## config.mk

```make
export PLATFORM = sky130hd
export DESIGN_NAME = pipelined_cla_adder_flat
export DESIGN_NICKNAME = d
export VERILOG_FILES = /design/src/rtl/pipelined_cla_adder_pkg.sv /design/src/rtl/pipelined_cla_adder_if.sv /design/src/rtl/pipelined_cla_adder_cla_segment.sv /design/src/rtl/pipelined_cla_adder.sv /design/src/flat_wrapper.sv
export SDC_FILE = /design/constraint.sdc
export NUM_CORES = 1
export LEC_CHECK = 0
export ABC_AREA = 1
export CELL_PAD_IN_SITES_DETAIL_PLACEMENT = 0
export CELL_PAD_IN_SITES_GLOBAL_PLACEMENT = 2
export CORE_UTILIZATION = 35
export DETAILED_ROUTE_END_ITERATION = 16
export PLACE_DENSITY = 0.95
export SLEW_MARGIN = 25
export SYNTH_ARGS = -nofsm -noshare
export SYNTH_HDL_FRONTEND = slang
export SYNTH_SLANG_ARGS = --single-unit
```

## constraint.sdc

```tcl
create_clock -name clk -period 4.9 [get_ports clk]
set_input_delay 0.98 -clock clk [delete_from_list [all_inputs] [get_ports clk]]
set_output_delay 0.98 -clock clk [all_outputs]
set_load 0.1 [all_outputs]
```

## src/rtl/pipelined_cla_adder_pkg.sv

```systemverilog
// Shared configuration, helpers and stage-record layout for the pipelined
// carry-lookahead adder/subtractor.
package pipelined_cla_adder_pkg;

  localparam int unsigned WIDTH_DEF = 64;
  localparam int unsigned SEG_DEF   = 16;

  function automatic int unsigned nseg(input int unsigned width, input int unsigned seg);
    return width / seg;
  endfunction

  function automatic bit width_ok(input int unsigned width, input int unsigned seg);
    return (seg != 0) && (width >= seg) && ((width % seg) == 0);
  endfunction

  localparam int unsigned NSEG_DEF = nseg(WIDTH_DEF, SEG_DEF);

  // Record carried between stages for the default configuration; the top
  // declares the same layout at its own elaborated width.
  typedef struct packed {
    logic                 valid;
    logic                 carry;
    logic [WIDTH_DEF-1:0] sum_lo;
    logic [WIDTH_DEF-1:0] a_hi;
    logic [WIDTH_DEF-1:0] b_hi;
    logic                 a_msb;
    logic                 b_msb;
    logic                 ovf;
  } stage_t;

endpackage

```

## src/rtl/pipelined_cla_adder_if.sv

```systemverilog
// Operand/result valid-ready bus of the pipelined adder.
interface pipelined_cla_adder_if
  import pipelined_cla_adder_pkg::*;
#(
  parameter int unsigned WIDTH = WIDTH_DEF
);
  logic             in_valid;
  logic             in_ready;
  logic [WIDTH-1:0] in_a;
  logic [WIDTH-1:0] in_b;
  logic             in_cin;
  logic             in_sub;
  logic             out_valid;
  logic             out_ready;
  logic [WIDTH-1:0] out_sum;
  logic             out_cout;
  logic             out_ovf;

  modport master (
    output in_valid, in_a, in_b, in_cin, in_sub, out_ready,
    input  in_ready, out_valid, out_sum, out_cout, out_ovf
  );

  modport slave (
    input  in_valid, in_a, in_b, in_cin, in_sub, out_ready,
    output in_ready, out_valid, out_sum, out_cout, out_ovf
  );
endinterface

```

## src/rtl/pipelined_cla_adder_cla_segment.sv

```systemverilog
// Combinational SEG-bit carry-lookahead block: every internal carry is a
// flat sum-of-products of gen/prop terms, no ripple chain.
module cla_segment #(
  parameter int unsigned SEG = 16
) (
  input  logic [SEG-1:0] a,
  input  logic [SEG-1:0] b,
  input  logic           cin,
  output logic [SEG-1:0] sum,
  output logic           cout,
  output logic           g,
  output logic           p
);
  logic [SEG-1:0] gen;
  logic [SEG-1:0] prop;
  logic [SEG-1:0] c;

  assign gen  = a & b;
  assign prop = a ^ b;

  always_comb begin
    logic term;
    logic acc;
    term = 1'b0;
    acc  = 1'b0;
    c    = '0;
    c[0] = cin;
    for (int i = 1; i < int'(SEG); i++) begin
      acc = cin;
      for (int j = 0; j < i; j++) acc = acc & prop[j];
      for (int j = 0; j < i; j++) begin
        term = gen[j];
        for (int m = j + 1; m < i; m++) term = term & prop[m];
        acc = acc | term;
      end
      c[i] = acc;
    end
    g = 1'b0;
    for (int j = 0; j < int'(SEG); j++) begin
      term = gen[j];
      for (int m = j + 1; m < int'(SEG); m++) term = term & prop[m];
      g = g | term;
    end
    p    = &prop;
    cout = g | (p & cin);
    sum  = prop ^ c;
  end
endmodule

```

## src/rtl/pipelined_cla_adder.sv

```systemverilog
// Pipelined WIDTH-bit adder/subtractor: one SEG-bit lookahead segment per
// stage, carry registered between stages, whole pipe stalls on backpressure.
module pipelined_cla_adder
  import pipelined_cla_adder_pkg::*;
#(
  parameter int unsigned WIDTH = WIDTH_DEF,
  parameter int unsigned SEG   = SEG_DEF
) (
  input  logic                 clk,
  input  logic                 rst,
  pipelined_cla_adder_if.slave bus
);
  localparam int unsigned NSEG = nseg(WIDTH, SEG);

  typedef struct packed {
    logic             valid;
    logic             carry;
    logic [WIDTH-1:0] sum_lo;
    logic [WIDTH-1:0] a_hi;
    logic [WIDTH-1:0] b_hi;
    logic             a_msb;
    logic             b_msb;
    logic             ovf;
  } stage_rec_t;

  if (!width_ok(WIDTH, SEG)) begin : g_width_check
    $error("pipelined_cla_adder: WIDTH must be a nonzero multiple of SEG");
  end

  logic       adv;
  stage_rec_t last_q;

  assign adv           = !last_q.valid | bus.out_ready;
  assign bus.in_ready  = adv;
  assign bus.out_valid = last_q.valid;
  assign bus.out_sum   = last_q.sum_lo;
  assign bus.out_cout  = last_q.carry;
  assign bus.out_ovf   = last_q.ovf;

  for (genvar k = 0; k < NSEG; k++) begin : g_stage
    stage_rec_t     in_rec;
    stage_rec_t     d;
    stage_rec_t     q;
    logic [SEG-1:0] seg_sum;
    logic           seg_cout;

    if (k == 0) begin : g_entry
      // Subtraction folds into addition: A + ~B + ~borrow_in.
      always_comb begin
        in_rec       = '0;
        in_rec.valid = bus.in_valid;
        in_rec.carry = bus.in_sub ? ~bus.in_cin : bus.in_cin;
        in_rec.a_hi  = bus.in_a;
        in_rec.b_hi  = bus.in_sub ? ~bus.in_b : bus.in_b;
        in_rec.a_msb = bus.in_a[WIDTH-1];
        in_rec.b_msb = in_rec.b_hi[WIDTH-1];
      end
    end else begin : g_link
      assign in_rec = g_stage[k-1].q;
    end

    cla_segment #(.SEG(SEG)) u_seg (
      .a    (in_rec.a_hi[k*SEG +: SEG]),
      .b    (in_rec.b_hi[k*SEG +: SEG]),
      .cin  (in_rec.carry),
      .sum  (seg_sum),
      .cout (seg_cout),
      .g    (),
      .p    ()
    );

    // Retire this slice: deposit its sum bits, drop its operand bits.
    always_comb begin
      d                        = in_rec;
      d.sum_lo[k*SEG +: SEG]   = seg_sum;
      d.a_hi[k*SEG +: SEG]     = '0;
      d.b_hi[k*SEG +: SEG]     = '0;
      d.carry                  = seg_cout;
      if (k == NSEG - 1) begin
        d.ovf = (in_rec.a_msb == in_rec.b_msb) & (d.sum_lo[WIDTH-1] != in_rec.a_msb);
      end
    end

    always_ff @(posedge clk) begin
      if (rst) begin
        q <= '0;
      end else if (adv) begin
        q <= d;
      end
    end
  end

  assign last_q = g_stage[NSEG-1].q;

endmodule

```

## src/flat_wrapper.sv

```systemverilog
// flat-port wrapper written by rule: the top's interface ports become plain ports
module pipelined_cla_adder_flat import pipelined_cla_adder_pkg::*;
#(
  parameter int unsigned WIDTH = WIDTH_DEF,
  parameter int unsigned SEG   = SEG_DEF
)
  (clk, rst, bus_in_valid, bus_in_a, bus_in_b, bus_in_cin, bus_in_sub, bus_out_ready, bus_in_ready, bus_out_valid, bus_out_sum, bus_out_cout, bus_out_ovf);
  pipelined_cla_adder_if #(.WIDTH(WIDTH)) bus_i ();
  input  logic clk;
  input  logic rst;
  input wire logic [$bits(bus_i.in_valid)-1:0] bus_in_valid;
  input wire logic [$bits(bus_i.in_a)-1:0] bus_in_a;
  input wire logic [$bits(bus_i.in_b)-1:0] bus_in_b;
  input wire logic [$bits(bus_i.in_cin)-1:0] bus_in_cin;
  input wire logic [$bits(bus_i.in_sub)-1:0] bus_in_sub;
  input wire logic [$bits(bus_i.out_ready)-1:0] bus_out_ready;
  output wire logic [$bits(bus_i.in_ready)-1:0] bus_in_ready;
  output wire logic [$bits(bus_i.out_valid)-1:0] bus_out_valid;
  output wire logic [$bits(bus_i.out_sum)-1:0] bus_out_sum;
  output wire logic [$bits(bus_i.out_cout)-1:0] bus_out_cout;
  output wire logic [$bits(bus_i.out_ovf)-1:0] bus_out_ovf;
  assign bus_i.in_valid = bus_in_valid;
  assign bus_i.in_a = bus_in_a;
  assign bus_i.in_b = bus_in_b;
  assign bus_i.in_cin = bus_in_cin;
  assign bus_i.in_sub = bus_in_sub;
  assign bus_i.out_ready = bus_out_ready;
  assign bus_in_ready = bus_i.in_ready;
  assign bus_out_valid = bus_i.out_valid;
  assign bus_out_sum = bus_i.out_sum;
  assign bus_out_cout = bus_i.out_cout;
  assign bus_out_ovf = bus_i.out_ovf;
  pipelined_cla_adder #(.WIDTH(WIDTH), .SEG(SEG)) u_core (.clk(clk), .rst(rst), .bus(bus_i));
endmodule
```

==> results by group, run 1 <==
Run status
  • Status: completed

Worst setup path
  • Flop2flop setup slack: 2.45 ns
  • WP data required: 3.92 ns
  • Levels on crit path: 4
  • Worst Path Max Fanout: 72
  • Cell family with most CP delay: buffers and inverters
  • CP endpoint kind: primary output
  • CP Class: in2out
  • WP buf/inv: 3
  • Startpoint types: primary input
  • FF-to-FF End: u_core.bus.out_ovf$_SDFFE_PP0P_
  • Critical path data arrival time: 2.25 ns
  • Reg2reg start: u_core.g_stage[2].q[51]$_SDFFE_PP0P_
  • Critical Path Max Stage Delay: 0.51 ns
  • Cell chain of the critical path: clkdlybuf4s50_1 > nor2_4 > inv_8 > buf_4
  • R2R depth: 21
  • Slowest-stage cell, CP: clkdlybuf4s50_1

Synthesis
  • Yosys cell types: 39
  • Cells after Synth: 2024
  • Post-synth EDFFs: 0
  • Register bit total from synthesis: 361
  • Yosys top cell area share: 46.2%
  • Synth Cell Area: 15700 um^2
  • Post-synthesis net count: 2230
  • Avg Cell Area, Syn: 7.74 um^2
  • Area contributors post-synth: dfxtp_1 46%, nor2_1 13%, o21ai_0 12%
  • Cell accounting for the most synthesized area: dfxtp_1
  • Sequential cell area fraction in the yosys report: 46.2%
  • Post-synth top cells: 522 x nor2_1, 362 x o21ai_0, 361 x dfxtp_1
  • Count leader, synth: nor2_1
  • Yosys warning total: 0
  • FFs w/ async S/R, synth: 0%
  • Ys flop type: dfxtp_1

STA
  • Final Skew: 0.0229 ns
  • Fin crit share: 65.9%
  • Max Slew Vio Count: 0
  • Final hold violations: 0
  • Worst-Margin Slew: 1.08 ns
  • RSZ-0062 raised after global routing: false
  • Min cycle time layout: 3.23 ns
  • Hold slack: 0.458 ns
  • Max frequency: 310 MHz
  • Final setup violating endpoints: 0
  • Worst slew margin: 27.8%
  • Final TNS setup: 0 ns

Global routing
  • All-Layer GR Usage: 16.1%
  • Vias in the first global route: 12000
  • Gr ovfl total: 0
  • Global-route wire length before repair: 60100 um
  • Initial antenna violation count: 0
  • Largest net degree at the start of global routing: 170

Route
  • WL per Instance: 13.2 um
  • First-pass DRT Iterations: 5
  • Number of DRC markers in iteration 0: 756
  • Routed wire length: 36600 um
  • Vias: 13000
  • DRC: 0
  • Final ANT Viol Nets: 0
  • Avg Vias per Cell: 4.69

Min path
  • Hold Path End: u_core.g_stage[1].q[1]$_SDFFE_PP0P_
  • Worst hold path class: reg2reg
  • Hold Path Origin: u_core.g_stage[0].q[1]$_SDFFE_PP0P_
  • Hold depth: 2

Clock network
  • CTS tree: yes
  • Worst-path clk slew: 0.05 ns
  • Gates resized, CTS repair: 0
  • Post CTS Setup Buffer Count: 0
  • Hold_buf cts: 0
  • Clock tree buffer depth: 3
  • Worst-Skew Late Latency: 0.55 ns
  • CTS Buf Count: 40
  • H-Tree Depth: 2
  • Clock Tree Root: clkbuf_16
  • CTS sink cnt: 361

Power and ir drop
  • Combinational power share: 15.0%
  • P_sw: 2.06 mW
  • Sequential power share: 44.1%
  • Pwr/cell area: 384 nW/um^2
  • Cell-internal power: 5.41 mW
  • Clk pwr share: 40.8%
  • Maximum VDD drop: 0.172 mV
  • Pleak: 9.24 nW
  • Switching portion of total power: 27.5%

Place
  • DPL Wire Length: 24200 um
  • Port bufs: 201
  • GPL Wtd Cong: 0.817

Cells and area
  • Filler Cells Inserted: 4529
  • Layout cells sized above 1: 5.08%
  • Antenna diodes: 0
  • Area of the multi-input gates: 7520 um^2
  • Final Util: 44.0%
  • FF/Latch Area: 7230 um^2
  • Net count, final: 2360
  • Layout area overhead: 24.1%

Die
  • CORE AREA: 44100 um^2
  • FP Rows: 77
  • Initial core utilization: 35.5%
  • Chip height: 214 um
  • Die area: 45600 um^2
  • Die X-Extent: 214 um
  • I/O pins: 202

Flow run
  • Max-cap viol count: 0
==> area by class of cell <==
type | count | area share, %
clock buffers | 51 | 5.89
clock inverters | 21 | 1.06
inverters | 116 | 2.32
multi-input cells | 1422 | 38.7
flip-flops and latches | 361 | 37.2
well taps | 592 | 3.81
repair buffers | 213 | 11.0
==> worst min-delay path: stages (launching register included) <==
cell and delay, ns:
dfxtp_1 0.31, inv_1 0.05, a21oi_1 0.05
==> kinds of logic (layout without fill, tap and decap cells) <==
logic type               count (synthesis)  in the layout  synth area share, %
AO/OA/AOI/OAI                          515            515                 17.5
XOR/XNOR                               108            108                 6.04
adder cells (fa/ha/maj)                 72             72                 5.95
buffers and inverters                  241            401                 5.88
flip-flops                             361            361                 46.2
AND/OR/NAND/NOR                        727            727                 18.5
==> routing by layer <==
layer,vias to the layer above,share of wire (%),GRT usage (%)
met5,-,0,0
met4,0,2.0,4.68
met3,50,4.8,3.51
met2,223,45,25.4
met1,5878,48,22.0
li1,6861,-,-
==> per-stage QoR <==
| step | std cells | instance area, um^2 | total power, mW | setup slack [ns] |
|---|---|---|---|---|
| 2_1_floorplan | 2024 | 15700 | 4.13 | 1.20 |
| 3_3_place_gp | 2704 | 18100 | 4.48 | 1.28 |
| 3_5_place_dp | 2704 | 18100 | 4.49 | 1.30 |
| 4_1_cts | 2776 | 19400 | 7.58 | 1.67 |
| 5_1_grt | 2776 | 19400 | 7.84 | 1.46 |
| 6_report | 2776 | 19400 | 7.47 | 1.67 |
==> how the worst max path moves through the flow <==
stage / start / endpoint / slack (ns)
2_1_floorplan: bus_out_ready / bus_in_ready / 1.20
3_3_place_gp: bus_in_b[0] / u_core.g_stage[0].q[145]$_SDFFE_PP0P_ / 1.28
3_5_place_dp: bus_in_b[0] / u_core.g_stage[0].q[145]$_SDFFE_PP0P_ / 1.30
4_1_cts: bus_out_ready / bus_in_ready / 1.67
5_1_grt: bus_in_b[0] / u_core.g_stage[0].q[138]$_SDFFE_PP0P_ / 1.46
6_report: bus_out_ready / bus_in_ready / 1.67
==> cell usage in the layout (no fill, tap or decap), drive strengths merged, types with 50 or more instances in the layout <==
cell type        n
nor2           525
a21oi           92
dfxtp          361
o21ai          362
xor2            50
ha              68
clkdlybuf4s50  199
clkbuf          51
inv            119
xnor2           58
nand2          137
==> power by group through the flow <==
stage	combinational, mW	clock (mW)	sequential [mW]
after floorplan	0.561	0	3.57
after detailed placement	1.13	0	3.36
after CTS	1.14	3.15	3.30
after global routing	1.25	3.27	3.33
final	1.12	3.05	3.30
after global placement	1.12	0	3.36
==> registers in the layout (all words and copies together) (netlist names) <==
name,count
u_core.bus.out_cout,1
u_core.bus.out_valid,1
u_core.bus.out_sum,64
u_core.g_stage.q,294
u_core.bus.out_ovf,1
(Power assumes the default switching activity.)
==> run 2, diff against run 1 <==
Settings changed: CORE_UTILIZATION 35 to 32, PLACE_DENSITY 0.95 to 0.89.
Clock period 4.9 ns to 3.3 ns, I/O delays scaled along.
==> run 2 against run 1 <==
  * Sequential power is 48% higher
  * Critical endpoint is now u_core.g_stage[0].q[138]$_SDFFE_PP0P_
  * Largest power group unchanged
  * Worst setup slack worse by 1.2 ns
  * Clock power is 59% higher
  * Critical path depth is 12 higher
  * Cell count is 1.1% higher
  * Flip-flop and latch count is the same
  * Global-route usage is 1.0 points lower
  * Largest cell class unchanged
  * Utilization shrank 3.4 points
==> results by group, run 2 (synthesis gave the netlist of run 1 again) <==
STA
  • Slack of the critical path: 0.517 ns
  • Worst-Margin Slew: 0.742 ns
  • Worst slew margin: 50.5%
  • Max frequency: 359 MHz
  • Final Skew: 0.0136 ns
  • Min cycle time layout: 2.78 ns
  • Fin crit share: 84.3%
  • Final hold violations: 0
  • Final setup violating endpoints: 0
  • Max Slew Vio Count: 0
  • RSZ-0062 raised after global routing: false

Route
  • Number of DRC markers in iteration 0: 755
  • DRC: 0
  • First-pass DRT Iterations: 5
  • Final ANT Viol Nets: 0
  • Vias: 12900
  • WL per Instance: 13.3 um
  • Routed wire length: 37400 um
  • Avg Vias per Cell: 4.60

Place
  • DPL Wire Length: 25300 um
  • Port bufs: 201
  • # placed instances: 2732
  • Setup WS pre-CTS: -0.0276 ns
  • GPL Wtd Cong: 0.851

Worst setup path
  • Critical path data arrival time: 3.21 ns
  • CP Launch Point: bus_in_b[0]
  • WP data required: 3.72 ns
  • Startpoint types: primary input
  • Reg2reg start: u_core.g_stage[0].q[19]$_SDFFE_PP0P_
  • CP endpoint kind: register
  • Worst Path Max Fanout: 2
  • CP Class: in2reg

Global routing
  • Gr ovfl total: 0
  • Vias in the first global route: 12400
  • Largest net degree at the start of global routing: 131
  • Global-route wire length before repair: 62200 um
  • Initial antenna violation count: 0
  • All-Layer GR Usage: 15.1%

Min path
  • Hold Path Origin: u_core.g_stage[0].q[1]$_SDFFE_PP0P_
  • Worst hold path class: reg2reg

Cells and area
  • Most flops, register: u_core.g_stage.q
  • Most frequent cells in the layout: 521 x nor2_1, 362 x o21ai_0, 361 x dfxtp_1, 132 x clkdlybuf4s50_1, 124 x nand2_1
  • Non-filler cells in the finished layout: 2807
  • Area of the multi-input gates: 7520 um^2
  • Filler Cells Inserted: 4976
  • Layout area overhead: 24.7%
  • Layout cells sized above 1: 8.26%
  • Antenna diodes: 0
  • FF/Latch Area: 7230 um^2
  • Net count, final: 2367
  • Max reg flops: 294
  • Commonest non-fill, non-tap cell in the layout: nor2_1

Clock network
  • Worst-Skew Late Latency: 0.54 ns
  • Clock Tree Root: clkbuf_16
  • Gates resized, CTS repair: 0
  • Hold_buf cts: 0
  • CTS Buf Count: 42
  • CTS sink cnt: 361
  • H-Tree Depth: 2
  • Post CTS Setup Buffer Count: 0
  • CTS tree: yes
  • Worst-path clk slew: 0.06 ns
  • Clock tree buffer depth: 3

Run status
  • Status: completed

Die
  • CORE AREA: 48000 um^2
  • Chip height: 223 um
  • Initial core utilization: 32.6%
  • Die X-Extent: 223 um
  • I/O pins: 202
  • Die area: 49800 um^2
  • FP Rows: 80

Power and ir drop
  • Overall power: 11.4 mW
  • Pleak: 9.47 nW
  • Maximum VDD drop: 0.358 mV
  • Pwr/cell area: 584 nW/um^2

Flow run
  • Max-cap viol count: 0
==> run 2: changes by cell type in the layout (fill, tap and decap cells not counted), sizes merged <==
cell,before,now
clkinvlp,3,2
clkinv,12,6
clkbuf,51,61
buf,14,86
bufinv,3,5
inv,119,117
clkdlybuf4s50,199,132
==> run 2: per-stage QoR <==
step                hold slack [ns]  instance area, um^2  util [%]  TNS (ns)
floorplan                     0.420                15700         -         0
global placement              0.441                18100      37.6         0
detailed placement            0.438                18100      37.6   -0.0276
CTS                           0.448                19500      40.6         0
global route                  0.481                19500      40.6         0
finish                        0.447                19500      40.6         0
==> run 2: per-layer routing <==
layer  up-vias  GRT usage (%)  wire [um]
met3        42           2.88       1550
met4         0           4.20        685
met5         -              0          0
li1       6881              -          -
met2       209           24.0      16400
met1      5789           20.7      18800
==> run 2: final cells by class <==
cell class                 count  area share (%)
tap                          615            3.94
clock buffer                  61            6.42
clock inverter                14            1.08
sequential                   361            37.0
multi-input combinational   1422            38.5
timing repair buffer         218            10.7
inverter                     116            2.31
==> run 2: path summary, 6_finish.rpt <==
path                                                 to  slack, ns  depth (start not counted)
setup / recovery  u_core.g_stage[0].q[138]$_SDFFE_PP0P_       0.52                         16
setup reg to reg  u_core.g_stage[1].q[161]$_SDFFE_PP0P_       0.80                         18
hold / removal      u_core.g_stage[1].q[1]$_SDFFE_PP0P_       0.45                          2
hold reg to reg     u_core.g_stage[1].q[1]$_SDFFE_PP0P_       0.45                          2
==> run 2: worst max-delay path, stage by stage <==
cell and delay (ns):
clkdlybuf4s50_1 0.42, xnor2_1 0.22, inv_1 0.07, ha_1 0.29
ha_1 0.20, nand2_1 0.07, nand3_1 0.12, a21oi_1 0.20
o21ai_0 0.15, nand2_1 0.10, nand2_1 0.08, a21o_1 0.19
a21oi_1 0.16, xnor2_1 0.08, o21bai_1 0.12, inv_1 0.06
==> run 2: where the power goes <==
group	leakage (nW)	switching, mW	internal, mW
Clock	0.717	1.81	3.03
Sequential	2.97	0.185	4.72
Combinational	5.78	1.05	0.615
==> run 3, diff against run 2 <==
Clock period 3.3 ns to 2.6 ns, I/O delays scaled along.
==> run 3 against run 2 <==
  * Via count increased by 1.4%
  * Die area is the same
  * Critical path depth up 8
  * Sequential share of layout area is 0.68 points lower
  * Register-to-register slack lost 0.54 ns
  * Cell count is 1.8% higher
  * Flip-flop and latch count did not move
  * First-iteration DRC count shrank 11%
  * Worst hold slack better by 0.00053 ns
  * Global-route usage up 0.18 points
  * Critical endpoint is now u_core.g_stage[0].q[145]$_SDFFE_PP0P_
==> results by group, run 3 (synthesis gave the netlist of run 1 again) <==
Place
  • Port bufs: 201
  • Setup WS pre-CTS: -0.533 ns
  • DPL Wire Length: 25800 um
  • GPL Wtd Cong: 0.841
  • # placed instances: 2779

Global routing
  • Gr ovfl total: 0
  • Global-route wire length before repair: 63100 um
  • Initial antenna violation count: 1
  • Vias in the first global route: 12600
  • All-Layer GR Usage: 15.3%
  • Largest net degree at the start of global routing: 166

STA
  • Max frequency: 427 MHz
  • Final hold violations: 0
  • Min cycle time layout: 2.34 ns
  • Final setup violating endpoints: 0
  • Worst slew margin: 53.8%
  • RSZ-0062 raised after global routing: true
  • Final TNS setup: 0 ns
  • Final Skew: 0.0167 ns
  • Fin crit share: 90.2%
  • Max Slew Vio Count: 0
  • Worst-Margin Slew: 0.693 ns
  • Slack of the critical path: 0.256 ns
  • Hold slack: 0.447 ns

Cells and area
  • Layout area overhead: 27.2%
  • Most frequent cells in the layout: 521 x nor2_1, 360 x o21ai_0, 357 x dfxtp_1, 131 x clkdlybuf4s50_1, 124 x buf_4
  • Non-filler cells in the finished layout: 2857
  • Layout cells sized above 1: 11.1%
  • Commonest non-fill, non-tap cell in the layout: nor2_1
  • Net count, final: 2416
  • FF/Latch Area: 7230 um^2
  • Max reg flops: 294
  • Filler Cells Inserted: 4936
  • Most flops, register: u_core.g_stage.q
  • Area of the multi-input gates: 7590 um^2

Min path
  • Hold Path Origin: u_core.g_stage[0].q[1]$_SDFFE_PP0P_
  • Hold depth: 2
  • Worst hold path class: reg2reg
  • Hold Path End: u_core.g_stage[1].q[1]$_SDFFE_PP0P_

Clock network
  • Clock tree buffer depth: 3
  • CTS sink cnt: 361
  • CTS tree: yes
  • Worst-path clk slew: 0.06 ns
  • H-Tree Depth: 2
  • CTS Buf Count: 43
  • Worst-Skew Late Latency: 0.56 ns
  • Clock Tree Root: clkbuf_16

Run status
  • Status: completed

Die
  • I/O pins: 202
  • Chip height: 223 um
  • FP Rows: 80
  • Die X-Extent: 223 um
  • CORE AREA: 48000 um^2
  • Die area: 49800 um^2
  • Initial core utilization: 32.6%

Route
  • Avg Vias per Cell: 4.58
  • First-pass DRT Iterations: 4
  • DRC: 0
  • Vias: 13100
  • Final ANT Viol Nets: 0
  • Number of DRC markers in iteration 0: 671
  • Routed wire length: 37700 um
  • WL per Instance: 13.2 um

Worst setup path
  • Startpoint types: primary input
  • FF-to-FF End: u_core.bus.out_ovf$_SDFFE_PP0P_
  • Critical path data arrival time: 2.78 ns
  • Worst Path Max Fanout: 5
  • CP Class: in2reg
  • Flop2flop setup slack: 0.26 ns
  • R2R depth: 21
  • CP endpoint kind: register
  • Reg2reg start: u_core.g_stage[2].q[51]$_SDFFE_PP0P_
  • WP data required: 3.04 ns

Power and ir drop
  • Pwr/cell area: 721 nW/um^2
  • Maximum VDD drop: 0.393 mV
  • Pleak: 9.70 nW
  • Overall power: 14.3 mW

Flow run
  • Max-cap viol count: 0
-- run 3: metal layers --
layer,up-vias,global-route usage [%],wire [um]
met4,0,5.67,891
li1,6984,-,-
met5,-,0,0
met3,56,2.50,1370
met2,160,24.2,16800
met1,5899,20.8,18600
-- run 3: layout make-up --
| cell class | count | share of cell area, % |
|---|---|---|
| Antenna cell | 1 | 0.0126 |
| Multi-Input combinational cell | 1422 | 38.1 |
| Inverter | 116 | 2.26 |
| Clock inverter | 16 | 0.716 |
| Sequential cell | 361 | 36.3 |
| Clock buffer | 60 | 6.34 |
| Tap cell | 615 | 3.87 |
| Timing Repair Buffer | 266 | 12.3 |
-- run 3: how the worst max path moves through the flow --
stage,end,startpoint,cells past startpoint
finish,u_core.g_stage[0].q[145]$_SDFFE_PP0P_,bus_in_b[7],24
global route,u_core.bus.out_ovf$_SDFFE_PP0P_,u_core.g_stage[2].q[51]$_SDFFE_PP0P_,21
CTS,u_core.g_stage[0].q[145]$_SDFFE_PP0P_,bus_in_b[0],24
detailed placement,u_core.g_stage[0].q[145]$_SDFFE_PP0P_,bus_in_b[0],24
global placement,u_core.g_stage[0].q[145]$_SDFFE_PP0P_,bus_in_b[0],24
floorplan,u_core.g_stage[0].q[145]$_SDFFE_PP0P_,bus_in_sub,25
-- run 3: repair_timing --
item / 4_1_cts / 5_1_grt
endpoints found under the setup margin: 0 / 12
gates resized for setup: 0 / 13
hold buffers: 0 / 0
buffers inserted: 0 / 1
-- run 3: worst max-delay path: stages --
cell and delay, ns:
clkdlybuf4s50_1 0.42, xor2_1 0.15, ha_1 0.37, nand2_2 0.11, nor2_4 0.11, inv_2 0.05, nor2_4 0.10, nand2_1 0.06
nand2_1 0.05, inv_1 0.04, nand2_2 0.07, nand2_2 0.06, nand2_2 0.07, nand2_2 0.05, nand2_2 0.06, nand2_2 0.05
nand2_2 0.06, nand2_2 0.05, nand2_2 0.07, nand2_2 0.05, nand3_1 0.06, nand3_1 0.07, nand2_1 0.07, inv_1 0.03
-- run 3: per-stage QoR --
step,instance area (um^2),util [%]
6_report,19900,41.4
5_1_grt,19900,41.4
4_1_cts,19900,41.3
3_5_place_dp,18500,38.4
3_3_place_gp,18500,38.4
2_1_floorplan,15700,-
-- run 3: where the power goes --
group / switching, mW / internal (mW)
Clock: 2.32 / 3.58
Sequential: 0.231 / 5.99
Combinational: 1.35 / 0.877
